### src/rtl/alu_pkg.sv
// Shared ALU definitions: FSM state encodings and the default operand width
// used by the serial subtractor and its bus interface.
package alu_pkg;

  localparam int DEFAULT_WIDTH = 8;

  typedef enum logic [1:0] {
    IDLE  = 2'd0,
    SHIFT = 2'd1,
    DONE  = 2'd2
  } state_t;

endpackage

### src/rtl/serial_subtractor_if.sv
// Start/busy/done handshake and operand/result bus of the serial subtractor.
// The ALU control logic is the master; the subtractor is the slave.
interface serial_subtractor_if
  import alu_pkg::*;
#(
  parameter int WIDTH = DEFAULT_WIDTH
);

  logic             start;
  logic [WIDTH-1:0] a;
  logic [WIDTH-1:0] b;
  logic             busy;
  logic             done;
  logic [WIDTH-1:0] diff;
  logic             borrow;
  logic             zero;

  modport master (
    output start, a, b,
    input  busy, done, diff, borrow, zero
  );

  modport slave (
    input  start, a, b,
    output busy, done, diff, borrow, zero
  );

endinterface

### src/rtl/full_subtractor.sv
// One-bit full-subtractor cell: d = x - y - b_in, with borrow out.
module full_subtractor (
  input  logic x,
  input  logic y,
  input  logic b_in,
  output logic d,
  output logic b_out
);

  assign d     = x ^ y ^ b_in;
  assign b_out = (~x & y) | (~(x ^ y) & b_in);

endmodule

### src/rtl/serial_subtractor.sv
// Bit-serial LSB-first subtractor: diff = a - b (mod 2^WIDTH), one bit per
// clock through a single full-subtractor cell. Optional build macro
// SERIAL_SUB_SATURATE_EN clamps diff to zero when the result underflows.
module serial_subtractor
  import alu_pkg::*;
#(
  parameter int WIDTH = DEFAULT_WIDTH
) (
  input  logic                clk,
  input  logic                rst,
  serial_subtractor_if.slave  bus
);

  localparam int CW = $clog2(WIDTH + 1);

  state_t           state;
  state_t           state_next;

  logic [WIDTH-1:0] a_sh;
  logic [WIDTH-1:0] b_sh;
  logic [WIDTH-1:0] r_sh;
  logic             bi;
  logic [CW-1:0]    cnt;

  logic             d;
  logic             bo;
  logic             last;
  logic [WIDTH-1:0] r_final;

  logic [WIDTH-1:0] diff_q;
  logic             borrow_q;
  logic             zero_q;

  full_subtractor u_fs (
    .x     (a_sh[0]),
    .y     (b_sh[0]),
    .b_in  (bi),
    .d     (d),
    .b_out (bo)
  );

  // Result register as it will look after the current shift.
  assign r_final = {d, r_sh[WIDTH-1:1]};
  assign last    = (cnt == CW'(WIDTH - 1));

  // State register.
  always_ff @(posedge clk) begin
    // NOTE: sequential state always uses non-blocking assignments so every
    // flop samples the pre-edge values, independent of block ordering.
    if (rst) state <= IDLE;
    else     state <= state_next;
  end

  // Next-state logic and handshake outputs.
  always_comb begin
    // NOTE: every output of this block gets a default first, so no path
    // leaves a signal unassigned and no latch is inferred.
    state_next = state;
    bus.busy   = 1'b0;
    bus.done   = 1'b0;
    case (state)
      IDLE:    if (bus.start) state_next = SHIFT;
      SHIFT: begin
        bus.busy = 1'b1;
        if (last) state_next = DONE;
      end
      DONE: begin
        bus.busy   = 1'b1;
        bus.done   = 1'b1;
        state_next = IDLE;
      end
      default: state_next = IDLE;
    endcase
  end

  // Operand/result shift datapath, borrow flop and bit counter.
  always_ff @(posedge clk) begin
    // NOTE: the datapath is reset too so no stale operand or borrow survives
    // an aborted operation; there are no memory arrays here to exclude.
    if (rst) begin
      a_sh <= '0;
      b_sh <= '0;
      r_sh <= '0;
      bi   <= 1'b0;
      cnt  <= '0;
    end else begin
      case (state)
        IDLE: begin
          if (bus.start) begin
            a_sh <= bus.a;
            b_sh <= bus.b;
            r_sh <= '0;
            bi   <= 1'b0;
            cnt  <= '0;
          end
        end
        SHIFT: begin
          a_sh <= a_sh >> 1;
          b_sh <= b_sh >> 1;
          r_sh <= r_final;
          bi   <= bo;
          cnt  <= cnt + CW'(1);
        end
        default: ;
      endcase
    end
  end

  // Result outputs: loaded on the last shift edge so they are valid in DONE,
  // then held until the next operation completes.
  always_ff @(posedge clk) begin
    if (rst) begin
      diff_q   <= '0;
      borrow_q <= 1'b0;
      zero_q   <= 1'b0;
    end else if (state == SHIFT && last) begin
      borrow_q <= bo;
`ifdef SERIAL_SUB_SATURATE_EN
      diff_q   <= bo ? '0 : r_final;
      zero_q   <= bo | ~|r_final;
`else
      diff_q   <= r_final;
      zero_q   <= ~|r_final;
`endif
    end
  end

  assign bus.diff   = diff_q;
  assign bus.borrow = borrow_q;
  assign bus.zero   = zero_q;

endmodule

### src/flat_wrapper.sv
// flat-port wrapper written by rule: the top's interface ports become plain ports
module serial_subtractor_flat import alu_pkg::*;
#(
  parameter int WIDTH = DEFAULT_WIDTH
)
  (clk, rst, bus_start, bus_a, bus_b, bus_busy, bus_done, bus_diff, bus_borrow, bus_zero);
  serial_subtractor_if #(.WIDTH(WIDTH)) bus_i ();
  input  logic clk;
  input  logic rst;
  input wire logic [$bits(bus_i.start)-1:0] bus_start;
  input wire logic [$bits(bus_i.a)-1:0] bus_a;
  input wire logic [$bits(bus_i.b)-1:0] bus_b;
  output wire logic [$bits(bus_i.busy)-1:0] bus_busy;
  output wire logic [$bits(bus_i.done)-1:0] bus_done;
  output wire logic [$bits(bus_i.diff)-1:0] bus_diff;
  output wire logic [$bits(bus_i.borrow)-1:0] bus_borrow;
  output wire logic [$bits(bus_i.zero)-1:0] bus_zero;
  assign bus_i.start = bus_start;
  assign bus_i.a = bus_a;
  assign bus_i.b = bus_b;
  assign bus_busy = bus_i.busy;
  assign bus_done = bus_i.done;
  assign bus_diff = bus_i.diff;
  assign bus_borrow = bus_i.borrow;
  assign bus_zero = bus_i.zero;
  serial_subtractor #(.WIDTH(WIDTH)) u_core (.clk(clk), .rst(rst), .bus(bus_i));
endmodule
### config.mk
export PLATFORM = sky130hd
export DESIGN_NAME = serial_subtractor_flat
export DESIGN_NICKNAME = d
export VERILOG_FILES = /design/src/rtl/alu_pkg.sv /design/src/rtl/serial_subtractor_if.sv /design/src/rtl/full_subtractor.sv /design/src/rtl/serial_subtractor.sv /design/src/flat_wrapper.sv
export SDC_FILE = /design/constraint.sdc
export NUM_CORES = 1
export LEC_CHECK = 0
export BUFFER_PORTS_ARGS = -buffer_cell sky130_fd_sc_hd__buf_2
export CELL_PAD_IN_SITES_DETAIL_PLACEMENT = 1
export CELL_PAD_IN_SITES_GLOBAL_PLACEMENT = 1
export CORE_MARGIN = 1
export CORE_UTILIZATION = 40
export DETAILED_ROUTE_END_ITERATION = 10
export HOLD_SLACK_MARGIN = 0.02
export PLACE_DENSITY_LB_ADDON = 0.1
export SYNTH_ARGS = -nofsm -noshare
export SYNTH_HDL_FRONTEND = slang
export SYNTH_SLANG_ARGS = --single-unit
export TNS_END_PERCENT = 30
### constraint.sdc
create_clock -name clk -period 2.73 [get_ports clk]
set_input_delay 0.273 -clock clk [delete_from_list [all_inputs] [get_ports clk]]
set_output_delay 0.273 -clock clk [all_outputs]
set_load 0.005 [all_outputs]
==> results.toml <==
[final_layout]
fin_util = 0.488
fillers = 505
drive_gt1_frac = 0.192
register_area_sq_um = 801
multi_input_area_sq_um = 846
layout.cells.most_common = "dfxtp_1"
layout_common_cells = "40 x dfxtp_1, 30 x buf_2, 24 x nor2_1"
num_antenna_cells = 0
synthToLayoutAreaGrowth_pct = 14.4
fin_nets = 237

[critical_path]
worstPathMaxFanout = 16
worstPathArrival_ps = 2150
required_ps = 2940
r2r_cells = 5
r2r_start = "u_core.state[0]$_SDFFE_PP0P_"
worst_setup_path_end_kind = "flop"
r2r-end = "u_core.cnt[3]$_SDFFE_PP0P_"
cp-start-kind = "flop"
reg2reg_slack_ps = 800
crit_type = "reg2reg"

[pwr]
cellPowerDensity_nw_per_um2 = 610
power_frac_seq = 0.519
p_switching_mw = 0.306
p_sw_frac = 0.252
ir_worst_vdd_v = 0.000228
p_int_mw = 0.910
leakage_nw = 0.780
power.share.clock = 0.342
p_comb_frac = 0.138

[floorplan]
row_count = 23
die_height_microns = 68.0
die_area_sq_um = 4630
coreArea_sq_um = 4090
start_util = 0.427
io_pins = 31
die_w_microns = 68.0

[detailed_routing]
dr.pass1.iters = 4
drt_iter0_markers = 51
wl_per_cell_microns = 13.7
drcViolationCount = 0
routed_wl_mm = 3.60
final_antenna_net_count = 0
vias_per_cell = 5.47
num_vias = 1439

[timing]
setup_viol = 0
fin_skew_ps = 3.99
setup_tns_ps = 0
fin_crit_ps = 1930
fin_crit_sh = 0.709
rsz0062_at_grt = "false"
fmax_mhz = 517
slew_viol_final = 0
slew_headroom = 0.500
worst_pin_slew_ps = 750
hold_viol = 0

[grt]
grt.busiest_layer = "met2"
grt_util_met3 = 0.0400
use_met2 = 0.282
antenna_found_initial = 0
grt_max_degree = 44
grt_pass1_wl_mm = 5.86
grt_usage = 0.170
grt_pass1_vias = 1349
use_met1 = 0.201
grt.overflow.total = 0

[hold_path]
hold_class = "in2reg"
hp-start = "bus_b[0]"
hold_depth = 3
hold_end = "u_core.b_sh[0]$_SDFFE_PP0P_"

[synthesis]
syn_area_sq_um = 1740
synthMuxAreaShare = 0.0948
synth_area_per_cell_sq_um = 9.22
ys_ff_latch = 40
synth_fa_ha_area_frac = 0.0402
ys_warn_count = 0
synth.area.top_cells = "dfxtp_1 46%, mux2i_1 8.6%, a211oi_1 7.3%"
yosysTopAreaCellShare = 0.459
syn_nets = 213
synth_top_family_by_area = "compound AO/OA/AOI/OAI gates"
ys_seq_area_frac = 0.459
yosys.area_share.simple = 0.164
synth_compound_area_frac = 0.187
syn_inst = 189
ys_types = 29
synth_top_area_cell = "dfxtp_1"
yosys.area_share.xor_xnor = 0

[clock_tree]
clock_path_buffers = 2
cts_sinks = 40
clk_latency_ps = 290
cts_post_setup_buffers_inserted = 0
cts_resized = 0
cts_tree = "done"
root_buffer = "clkbuf_8"
cts.reportedPaths.clkPinSlew_ps = 70
numCtsBuffers = 5
h-tree-depth = 2
cts_hold_buf = 0

[run_status]
status = "complete, no violations"

[job]
drv_cap = 0

[placement]
place.gp.congestion = 0.726
port_buffers = 30
dp_hpwl_mm = 2.51
final cells by class:
cell class	instances	area share
Multi-Input combinational cell	128	0.424
Timing Repair Buffer	32	0.0829
Clock buffer	7	0.0483
Sequential cell	40	0.402
Tap cell	50	0.0314
Inverter	6	0.0113
critical path: stages, from the launching register on:
cell and delay (ps):
dfxtp_1 350, inv_1 80, ha_1 310, nand2b_1 480, or4b_1 480, a31oi_1 160
power by group through the flow:
stage               clock [mW]  combinational [mW]  sequential (mW)
global placement             0               0.162            0.643
finish                   0.416               0.168            0.631
detailed placement           0               0.169            0.645
floorplan                    0               0.136            0.640
CTS                      0.430               0.170            0.632
global route             0.458               0.190            0.634
flip-flops by register name, summed over array words and instances (netlist names):
| name | cells |
|---|---|
| u_core.bus.borrow | 1 |
| u_core.r_sh | 7 |
| u_core.b_sh | 8 |
| u_core.state | 2 |
| u_core.bi | 1 |
| u_core.a_sh | 8 |
| u_core.cnt | 4 |
| u_core.bus.zero | 1 |
| u_core.bus.diff | 8 |
cell families (layout without fill, tap and decap cells):
group | Yosys count | count (layout)
AND/OR/NAND/NOR | 61 | 61
AO/OA/AOI/OAI | 46 | 46
buffers and inverters | 21 | 45
flip-flops | 40 | 40
multiplexers | 16 | 16
adder cells (fa/ha/maj) | 5 | 5
worst max path at each step:
stage,cells after the start,from,end,slack (ps)
4_1_cts,5,u_core.state[0]$_SDFFE_PP0P_,u_core.cnt[3]$_SDFFE_PP0P_,790
3_3_place_gp,5,u_core.state[0]$_SDFFE_PP0P_,u_core.cnt[3]$_SDFFE_PP0P_,920
2_1_floorplan,7,u_core.state[0]$_SDFFE_PP0P_,u_core.cnt[3]$_SDFFE_PP0P_,1190
3_5_place_dp,5,u_core.state[0]$_SDFFE_PP0P_,u_core.cnt[3]$_SDFFE_PP0P_,820
5_1_grt,5,u_core.state[0]$_SDFFE_PP0P_,u_core.cnt[3]$_SDFFE_PP0P_,660
6_report,5,u_core.state[0]$_SDFFE_PP0P_,u_core.cnt[3]$_SDFFE_PP0P_,800
stage by stage:
stage	total power, mW	cell area, sq um	hold WS (ps)	instances	setup WS [ps]
6_report	1.22	1990	318	263	795
3_3_place_gp	0.805	1900	441	256	919
3_5_place_dp	0.814	1900	453	256	822
5_1_grt	1.28	1990	333	263	659
4_1_cts	1.23	1990	315	263	793
2_1_floorplan	0.776	1740	437	189	1190
Yosys cell counts (all sizes together):
cell type  number
nand4b          1
o21ai           1
o31ai           1
nor2b           4
nor4            2
mux2i          15
clkbuf          5
a211oi         17
inv             6
o21ba           1
nand2b          3
mux2            1
fa              1
nand3b          2
a32oi           9
nand2          19
buf            10
o32ai           2
ha              4
a31oi           3
or4b            1
a21oi          12
and4b           1
and3b           1
nor2           24
nand3           3
dfxtp          40
per-layer routing:
layer,routed length [microns],part of all wire
met5,0,0
met4,53,0.015
met3,133,0.037
met2,1720,0.48
met1,1700,0.47
Power figures use the tool's default switching activity.
